**config.mk**
```make
export PLATFORM = sky130hd
export DESIGN_NAME = hazard_fwd_ctrl
export DESIGN_NICKNAME = d
export VERILOG_FILES = /design/src/rtl/hazard_fwd_ctrl.sv
export SDC_FILE = /design/constraint.sdc
export NUM_CORES = 1
export LEC_CHECK = 0
export ABC_AREA = 0
export CAP_MARGIN = 20
export CORE_MARGIN = 10
export CORE_UTILIZATION = 52
export DETAILED_ROUTE_END_ITERATION = 10
export GPL_ROUTABILITY_DRIVEN = 0
export PLACE_DENSITY = 0.91
export SLEW_MARGIN = 20
export SYNTH_ARGS = -nofsm -noshare
export SYNTH_HDL_FRONTEND = slang
export SYNTH_SLANG_ARGS = --single-unit
```
**constraint.sdc**
```tcl
create_clock -name clk -period 5.3 [get_ports clk]
set_clock_uncertainty 0.2 [all_clocks]
set_input_delay 1.06 -clock clk [delete_from_list [all_inputs] [get_ports clk]]
set_output_delay 1.06 -clock clk [all_outputs]
set_load 0.005 [all_outputs]
```
**src/rtl/hazard_fwd_ctrl.sv**
```systemverilog
// Hazard detection and operand-forwarding control for the 5-stage pipeline.
// Build option: define HAZ_PERF_EN to enable the saturating stall-cycle counter on stall_cnt.
module hazard_fwd_ctrl #(
  parameter int unsigned MULT_CYCLES = 5,
  parameter int unsigned DIV_CYCLES  = 10
) (
  input  logic        clk,
  input  logic        rst_n,
  input  logic [4:0]  d_rs,
  input  logic [4:0]  d_rt,
  input  logic        d_rs_used,
  input  logic        d_rt_used,
  input  logic        d_rs_early,
  input  logic        d_rt_early,
  input  logic [4:0]  d_wreg,
  input  logic [1:0]  d_wsrc,
  input  logic        d_md_start,
  input  logic        d_md_div,
  input  logic        d_md_use,
  output logic        stall,
  output logic [1:0]  fwd_d_rs_sel,
  output logic [1:0]  fwd_d_rt_sel,
  output logic [1:0]  fwd_e_rs_sel,
  output logic [1:0]  fwd_e_rt_sel,
  output logic        md_busy,
  output logic [15:0] stall_cnt
);

  typedef enum logic [1:0] {
    SRC_NONE = 2'b00,
    SRC_ALU  = 2'b01,
    SRC_LOAD = 2'b10
  } wsrc_t;

  typedef enum logic [1:0] {
    SEL_RF = 2'b00,
    SEL_M  = 2'b01,
    SEL_W  = 2'b10
  } sel_t;

  logic [4:0] e_wreg, m_wreg, w_wreg, e_rs, e_rt;
  wsrc_t      e_wsrc, m_wsrc, w_wsrc;
  logic [3:0] md_cnt;
  logic       lu_haz, early_e_haz, early_m_haz, md_haz;

  function automatic logic hit(input logic [4:0] r, input logic [4:0] w);
    return (w != '0) && (r == w);
  endfunction

  function automatic sel_t fwd_sel(input logic [4:0] r, input logic [4:0] mw,
                                   input wsrc_t ms, input logic [4:0] ww);
    if (ms == SRC_ALU && hit(r, mw))
      return SEL_M;
    else if (hit(r, ww))
      return SEL_W;
    else
      return SEL_RF;
  endfunction

  always_comb begin
    lu_haz      = (e_wsrc == SRC_LOAD) &&
                  ((d_rs_used && hit(d_rs, e_wreg)) || (d_rt_used && hit(d_rt, e_wreg)));
    early_e_haz = (e_wsrc != SRC_NONE) &&
                  ((d_rs_early && hit(d_rs, e_wreg)) || (d_rt_early && hit(d_rt, e_wreg)));
    early_m_haz = (m_wsrc == SRC_LOAD) &&
                  ((d_rs_early && hit(d_rs, m_wreg)) || (d_rt_early && hit(d_rt, m_wreg)));
    md_haz      = md_busy && d_md_use;
    stall       = lu_haz || early_e_haz || early_m_haz || md_haz;
  end

  always_comb begin
    fwd_d_rs_sel = fwd_sel(d_rs, m_wreg, m_wsrc, w_wreg);
    fwd_d_rt_sel = fwd_sel(d_rt, m_wreg, m_wsrc, w_wreg);
    fwd_e_rs_sel = fwd_sel(e_rs, m_wreg, m_wsrc, w_wreg);
    fwd_e_rt_sel = fwd_sel(e_rt, m_wreg, m_wsrc, w_wreg);
  end

  // A stalled D instruction enters E as a bubble: no destination, no result source.
  always_ff @(posedge clk or negedge rst_n) begin
    if (!rst_n) begin
      e_wreg <= '0;
      e_wsrc <= SRC_NONE;
      e_rs   <= '0;
      e_rt   <= '0;
      m_wreg <= '0;
      m_wsrc <= SRC_NONE;
      w_wreg <= '0;
      w_wsrc <= SRC_NONE;
    end else begin
      e_wreg <= stall ? '0 : d_wreg;
      e_wsrc <= stall ? SRC_NONE : wsrc_t'(d_wsrc);
      e_rs   <= d_rs;
      e_rt   <= d_rt;
      m_wreg <= e_wreg;
      m_wsrc <= e_wsrc;
      w_wreg <= m_wreg;
      w_wsrc <= m_wsrc;
    end
  end

  always_ff @(posedge clk or negedge rst_n) begin
    if (!rst_n)
      md_cnt <= '0;
    else if (d_md_start && !stall)
      md_cnt <= d_md_div ? 4'(DIV_CYCLES) : 4'(MULT_CYCLES);
    else if (md_cnt != '0)
      md_cnt <= md_cnt - 4'd1;
  end

  assign md_busy = (md_cnt != '0);

`ifdef HAZ_PERF_EN
  always_ff @(posedge clk or negedge rst_n) begin
    if (!rst_n)
      stall_cnt <= '0;
    else if (stall && stall_cnt != '1)
      stall_cnt <= stall_cnt + 16'd1;
  end
`else
  assign stall_cnt = '0;
`endif

endmodule

```
* Yosys cells after proc, flatten, opt, wreduce, memory -nomap -nowiden
Cells that the tools add are included.
** Operators by class
- Add/sub/neg operators :: 1
- Equality and inequality tests :: 13
- Reduce and logical (&&, ||, !) cells :: 38
- Muxes and demuxes :: 13
** Operators with widths (count)
- $eq A5 B5 Y1 :: 10
- $logic_and A1 B1 Y1 :: 25
- $mux W2 :: 9
- $reduce_bool A5 Y1 :: 3
- $mux W4 :: 3
- $logic_or A1 B1 Y1 :: 6
- $mux W5 :: 1
- $eq A2 B2 Y1 const B :: 2
- $reduce_bool A2 Y1 :: 2
- $reduce_bool A4 Y1 :: 1
- $sub A4 B1 Y4 const B :: 1
- $eq A2 B1 Y1 const B :: 1
- $logic_not A1 Y1 :: 1
** Storage, ports and cells
- Register bits :: 33
- Word-level logic and storage cells :: 73
- Output and inout bits :: 26
- Input bits :: 26

* Longest topological paths before layout
Gate-level depths: netlist (run 1).
- Word-level depth :: 11
- Mapped depth :: 8
- Mapped depth without buffers :: 6

* Worst setup path after synthesis (run 1)
No wires, ideal clock.
- Path kind :: input port to output port
- From :: input port d_rt[3]
- To :: output port stall
- Path buffers :: 1
- Arrival :: 1946 ps
- Required time :: 4040 ps
- Stages :: 7
- Setup slack :: 2094 ps
- Cell sequence :: xnor2_1 -> nand3_1 -> o22ai_1 -> a32oi_1 -> and3_2 -> buf_2 -> inv_1
** Between the ends
- Longest elaborated chain between the ends :: 8
- Elaborated cells between the ends (all ways) :: 16
- Classes of those cells :: eq/ne: 2; reduce/logical: 14
** Ends and longest elaborated chain
- start: declaration :: line 10 : input logic [4:0] d_rt,
- $eq A5 B5 Y1 :: line 47 : return (w != '0) && (r == w);
- $logic_and A1 B1 Y1 :: line 47
- $logic_and A1 B1 Y1, on equally long branches :: line 62, 64
- $logic_or A1 B1 Y1, on equally long branches :: line 62, 64
- $logic_and A1 B1 Y1, on equally long branches :: line 61, 63
- $logic_or A1 B1 Y1 :: line 68 : stall = lu_haz || early_e_haz || early_m_haz || md_haz;
- $logic_or A1 B1 Y1 * (2 in a row) :: line 68
- end: declaration :: line 20 : output logic stall,
Mark *: on every way between the ends. The rest lies on a longest branch, timed or not.

* Worst setup path after layout (run 1)
- From :: input port d_rs[3]
- To :: output port fwd_d_rs_sel[1]
** Between the ends
- Longest elaborated chain between the ends :: 4
- Elaborated cells between the ends (all ways) :: 7
- Classes of those cells :: eq/ne: 2; mux: 2; reduce/logical: 3
** Ends and longest elaborated chain
- start: declaration :: line 9 : input logic [4:0] d_rs,
- $eq A5 B5 Y1 :: line 47
- $logic_and A1 B1 Y1 :: line 47
- $mux W2 / $logic_and A1 B1 Y1 (equally long branches) :: line 54, 52
- $mux W2 * :: line 52 : if (ms == SRC_ALU && hit(r, mw))
- end: declaration :: line 21 : output logic [1:0] fwd_d_rs_sel,
Marked as above.

==> results of run 1 <==
[registers in the layout (all words and copies together) (netlist names)]
register / cells
md_cnt: 4
e_rs: 5
m_wsrc: 2
w_wreg: 5
m_wreg: 5
e_wsrc: 2
e_wreg: 5
e_rt: 5
[where the power goes]
part	total [mW]	internal, mW	switching [mW]
logic	0.218	0.120	0.0982
clock network	0.140	0.0625	0.0771
registers	0.342	0.292	0.0507
[worst paths after layout]
| path | cells past startpoint | start | to |
|---|---|---|---|
| max | 5 | d_rs[3] | fwd_d_rs_sel[1] |
| min | 0 | e_wsrc[1]$_DFF_PN0_ | m_wsrc[1]$_DFF_PN0_ |
| max reg2reg | 6 | e_wreg[3]$_DFF_PN0_ | md_cnt[1]$_DFFE_PN0P_ |
| min reg2reg | 0 | e_wsrc[1]$_DFF_PN0_ | m_wsrc[1]$_DFF_PN0_ |
| max in group asynchronous | 2 | rst_n | e_rs[0]$_DFF_PN0_ |
| min in group asynchronous | 2 | rst_n | m_wreg[4]$_DFF_PN0_ |
[layer usage]
metal	share of wire, %	GRT usage [%]
met1	41	14.3
met2	50	23.4
met3	7.8	4.12
met4	1.9	7.39
met5	0	0
[kinds of logic (layout without fill, tap and decap cells)]
kind of cell,count (synthesis),count (layout),synth area share (%)
buf+inv,31,47,9.74
mux,4,4,2.25
compound gates,6,6,2.05
flops,33,33,43.7
xor+xnor,52,52,24.1
simple gates,56,56,16.6
other cells,1,16,0.199
fa+ha+maj,2,2,1.33
[through the flow]
step | util, % | worst slack [ps] | instance area [sq um]
6_report | 65.8 | 939 | 2250
3_3_place_gp | 64.1 | 965 | 2190
3_5_place_dp | 64.1 | 928 | 2190
4_1_cts | 65.8 | 928 | 2250
5_1_grt | 65.8 | 759 | 2250
2_1_floorplan | - | 2090 | 1940
[Yosys cell counts]
cell type / number
dfrtp_1: 33
xnor2_1: 27
xor2_1: 25
buf_4: 16
nand3_1: 11
and2_1: 7
nand2_1: 7
nor2_1: 7
buf_2: 6
nor4_1: 6
or4_1: 6
nor3_1: 5
clkbuf_1: 4
inv_1: 4
ha_1: 2
mux2_2: 2
mux2i_1: 2
o22ai_1: 2
a21o_1: 1
a21oi_1: 1
a32oi_1: 1
and3_2: 1
buf_1: 1
conb_1: 1
nand3b_1: 1
nand4_2: 1
nor2_2: 1
nor2b_1: 1
nor3b_1: 1
o21ai_0: 1
or3_1: 1
[cell type report]
cell class / instances / share of cell area (%)
flip-flops and latches: 33 / 36.8
well taps: 46 / 2.56
clock buffers: 7 / 2.45
repair buffers: 36 / 15.9
multi-input cells: 136 / 41.6
inverters: 4 / 0.669
==> qor.csv, run 1 <==
stage,metric,value,unit
timing,hold_ws,200,ps
route,Antenna Nets Post-Route,0,
critical_path,CP cell instances,clkdlybuf4s50_1 -> xor2_1 -> or4_1 -> nor4_1 -> clkdlybuf4s50_1,
die,Die Wd,80.3,microns
critical_path,WP buf/inv,2,
critical_path,crit-path max cell delay,560,ps
clock_tree,H-tree Lvls,2,
min_path,min-delay worst type,register to register,
clock_tree,CTS Buffer Depth,2,
place,Port Buffers,35,
global_route,first-pass GRT wire length,6.76,mm
yosys,synth top area cells,"dfrtp_1 44%, xnor2_1 13%, xor2_1 12%",
critical_path,crit path max-delay cell type,clkdlybuf4s50_1,
route,wire per inst,15.8,microns
critical_path,data arrival time of the critical path,3100,ps
global_route,Total GRT Usage,13.5,%
critical_path,Critical Path RT,4040,ps
timing,Final Max Tran Viols,0,
route,1st-iter DRT viols,36,
die,Die ar.,0.00644,sq mm
critical_path,critical path peak fanout,4,
yosys,Synth area leader,dfrtp_1,
die,Die H,80.3,microns
clock_tree,CTS buffer count,5,
route,final WL,4.13,mm
job,Max Cap Viol,0,
layout,n_diodes,0,
clock_tree,root buf cell,clkbuf_4,
timing,setup TNS,0,ps
layout,register area,826,sq um
layout,multi-input logic area,935,sq um
clock_tree,post-CTS setup buffer count,0,
route,DRT Pass-1 Iters,4,
yosys,sequential fraction of the synthesis area,43.7,%
pwr,PD cells,312,mW/mm^2
pwr,Leakage,0.967,nW
timing,max frequency,0.229,GHz
critical_path,CP endpoint kind,output port,
timing,post-layout min period,4360,ps
place,Cells after DPL,255,
pwr,overall power,0.700,mW
route,vias,1295,
yosys,Syn Inst Count,185,
clock_tree,CTS Hold Bufs,0,
place,post-detail-place hpwl,3.33,mm
layout,P&R area growth vs syn,19.0,%
yosys,YS warnings,0,
layout,fill count,279,
clock_tree,CTS tree,yes,
global_route,initial antenna violation count,0,
critical_path,Top delay family on crit path,buffers and inverters,
timing,Final Hold Vio Count,0,
die,core footprint,0.00342,sq mm
die,num ports,52,
route,DR vias/cell,4.94,
pwr,Max IR drop VDD,0.000185,V
timing,RSZ-0062 raised after global routing,no,
critical_path,kind of critical path,input pin to output port,
yosys,post-synth cell types,31,
route,DRC Markers,0,
yosys,synthesized area,0.00189,sq mm
layout,"commonest cells after routing, fill and taps aside","35 x clkdlybuf4s50_1, 33 x dfrtp_1, 27 x xnor2_1",
global_route,grt ovf,0,
clock_tree,clock sink count,33,
yosys,#FFs+latches synth,33,
clock_tree,CTS resizes,0,
critical_path,Startpoint Class,input pin,
run_status,status,completed,
yosys,Avg Synthesized Cell Area,10.2,sq um
global_route,vias in the first global route,1418,
die,Rows,21,
layout,layout cells sized above 1,5.56,%
critical_path,r2r setup slk,2990,ps
global_route,largest net degree at the start of global routing,34,
layout,Final #Nets,244,
timing,final-report setup violation count,0,
clock_tree,Clock Latency Late Sink,340,ps
die,Starting Density,55.3,%
timing,period utilization,82.3,%
layout,"leading cell type in the layout, fill and taps excluded",clkdlybuf4s50_1,
critical_path,cell mode on critical path,clkdlybuf4s50_1,
yosys,Synth top area share,43.7,%
clock_tree,"Reg clk slew, reported paths",80,ps
layout,Final Non-Filler Cells,262,
Note: power is estimated with default switching activity, not from simulation.
==> run 2: changes to the inputs <==
CORE_UTILIZATION = 43   (was 52)
PLACE_DENSITY = 0.81   (was 0.91)
clock period = 3.5 ns   (was 5.3 ns; I/O delays follow)
==> run 2 against run 1 <==
Compared with the run above: worst hold slack worse by 12 ps; core utilization is 9.6 points lower; cell area is 7.4% higher; setup slack worse by 780 ps; sequential share of layout area is 2.5 points lower; critical path type unchanged; critical endpoint is now stall.
==> qor.csv, run 2 (synthesis results as in run 1) <==
stage,metric,value,unit,change
route,DR vias/cell,4.79,,-3.2%
layout,Finished Cell Area,0.00241,sq mm,+7.4%
critical_path,crit path max-delay cell type,clkdlybuf4s50_1,,
clock_tree,post-CTS setup buffer count,0,,unchanged
clock_tree,"Reg clk slew, reported paths",60,ps,-20 ps
route,1st-iter DRT viols,55,,+53%
die,Die H,86.3,microns,+7.5%
timing,post-layout min period,3340,ps,
critical_path,Critical Path RT,2600,ps,-1440 ps
route,Antenna Nets Post-Route,0,,unchanged
timing,hold_ws,188,ps,-12.4 ps
global_route,Total GRT Usage,11.3,%,-2.2 points
layout,Final Non-Filler Cells,277,,+5.7%
critical_path,critical path peak fanout,3,,-1
critical_path,Startpoint Class,input pin,,
layout,n_diodes,0,,unchanged
clock_tree,H-tree Lvls,2,,unchanged
timing,Final Max Tran Viols,0,,unchanged
place,post-detail-place hpwl,3.23,mm,-3.1%
layout,P&R area growth vs syn,27.7,%,
timing,period utilization,95.5,%,
layout,"commonest cells after routing, fill and taps aside","33 x dfrtp_1, 25 x xor2_1, 25 x clkdlybuf4s50_1",,
die,Die Wd,86.3,microns,+7.5%
pwr,PD cells,507,mW/mm^2,+63%
critical_path,kind of critical path,input pin to output port,,
global_route,grt ovf,0,,unchanged
timing,Final Hold Vio Count,0,,unchanged
route,vias,1326,,+2.4%
route,final WL,4.06,mm,-1.7%
clock_tree,CTS buffer count,5,,unchanged
run_status,status,completed,,
die,Starting Density,44.0,%,-11 points
die,Die ar.,0.00744,sq mm,+16%
clock_tree,CTS Hold Bufs,0,,unchanged
route,wire per inst,14.7,microns,-7.0%
critical_path,data arrival time of the critical path,2440,ps,-660 ps
pwr,Leakage,1.07,nW,+10%
place,Port Buffers,35,,unchanged
clock_tree,root buf cell,clkbuf_8,,
layout,layout cells sized above 1,12.4,%,+6.9 points
route,DRC Markers,0,,unchanged
global_route,first-pass GRT wire length,6.74,mm,-0.31%
layout,Final #Nets,252,,+3.3%
timing,max frequency,0.299,GHz,
critical_path,CP cell instances,dlygate4sd2_1 -> buf_4 -> xnor2_2 -> nand3_1 -> o22ai_2 -> a32oi_2 -> and3_2 -> inv_1 -> clkdlybuf4s50_1,,
global_route,initial antenna violation count,0,,unchanged
clock_tree,clock sink count,33,,unchanged
critical_path,CP endpoint kind,output port,,
pwr,overall power,1.22,mW,+75%
global_route,vias in the first global route,1434,,+1.1%
clock_tree,CTS Buffer Depth,2,,unchanged
die,core footprint,0.00429,sq mm,+26%
place,Cells after DPL,269,,+5.5%
route,DRT Pass-1 Iters,4,,unchanged
die,num ports,52,,unchanged
job,Max Cap Viol,0,,unchanged
pwr,Max IR drop VDD,0.000253,V,+37%
timing,final-report setup violation count,0,,unchanged
die,Rows,24,,+14%
layout,"leading cell type in the layout, fill and taps excluded",dfrtp_1,,
clock_tree,CTS tree,yes,,
clock_tree,Clock Latency Late Sink,280,ps,-60 ps
timing,RSZ-0062 raised after global routing,no,,
global_route,largest net degree at the start of global routing,34,,unchanged
min_path,min-delay worst type,register to register,,
critical_path,crit-path max cell delay,490,ps,-70 ps
place,Post-DP Area,0.00226,sq mm,+3.1%
run 2: worst paths after layout:
path                                     start                    end  slack, ps  cells past startpoint
min reg2reg                e_wsrc[1]$_DFF_PN0_    m_wsrc[1]$_DFF_PN0_        190                      0
max reg2reg                e_wreg[3]$_DFF_PN0_  md_cnt[1]$_DFFE_PN0P_       1190                      7
min in group asynchronous                rst_n  md_cnt[0]$_DFFE_PN0P_        620                      2
max                                    d_rs[3]                  stall        160                      9
min                        e_wsrc[1]$_DFF_PN0_    m_wsrc[1]$_DFF_PN0_        190                      0
max in group asynchronous                rst_n      e_rt[1]$_DFF_PN0_       2180                      2
run 2: what timing repair did:
| action | 4_1_cts | 5_1_grt |
|---|---|---|
| setup endpoints to repair | 3 | 2 |
| pin swaps | 2 | 0 |
| resized for setup | 13 | 5 |
run 2: area by class of cell:
class / instances / area (sq um)
inverter: 4 / 15.0
clock inverter: 1 / 30.0
multi-input combinational: 136 / 983
sequential: 33 / 826
timing repair buffer: 44 / 405
clock buffer: 7 / 86.3
fill: 378 / 1880
tap: 52 / 65.1
run 2: per-stage QoR:
stage | setup TNS [ps] | util, % | setup WS (ps)
after floorplan | 0 | - | 959
final | 0 | 56.1 | 157
after global placement | -270 | 52.6 | -106
after CTS | 0 | 55.4 | 130
after global routing | 0 | 56.1 | 34.8
after detailed placement | -327 | 52.6 | -130
run 2: power breakdown:
group	leakage, nW	internal [mW]	total (mW)	switching, mW
clock	0.0585	0.232	0.359	0.128
sequential	0.407	0.442	0.520	0.0775
combinational	0.599	0.193	0.344	0.151
total	1.07	0.868	1.22	0.356
run 2: metal layers:
| metal | global-route usage [%] | share of wire (%) | vias up | routed length [microns] |
|---|---|---|---|---|
| met4 | 5.60 | 2.4 | 0 | 99 |
| met1 | 11.9 | 39 | 611 | 1590 |
| li1 | - | - | 658 | - |
| met3 | 5.07 | 8.4 | 11 | 343 |
| met2 | 18.8 | 50 | 46 | 2030 |
| met5 | 0 | 0 | - | 0 |
run 2: worst max-delay path, delay by kind of cell:
family | cells | cell delay [ps]
simple gates | 2 | 330
xor+xnor | 1 | 170
compound gates | 2 | 270
buf+inv | 4 | 970
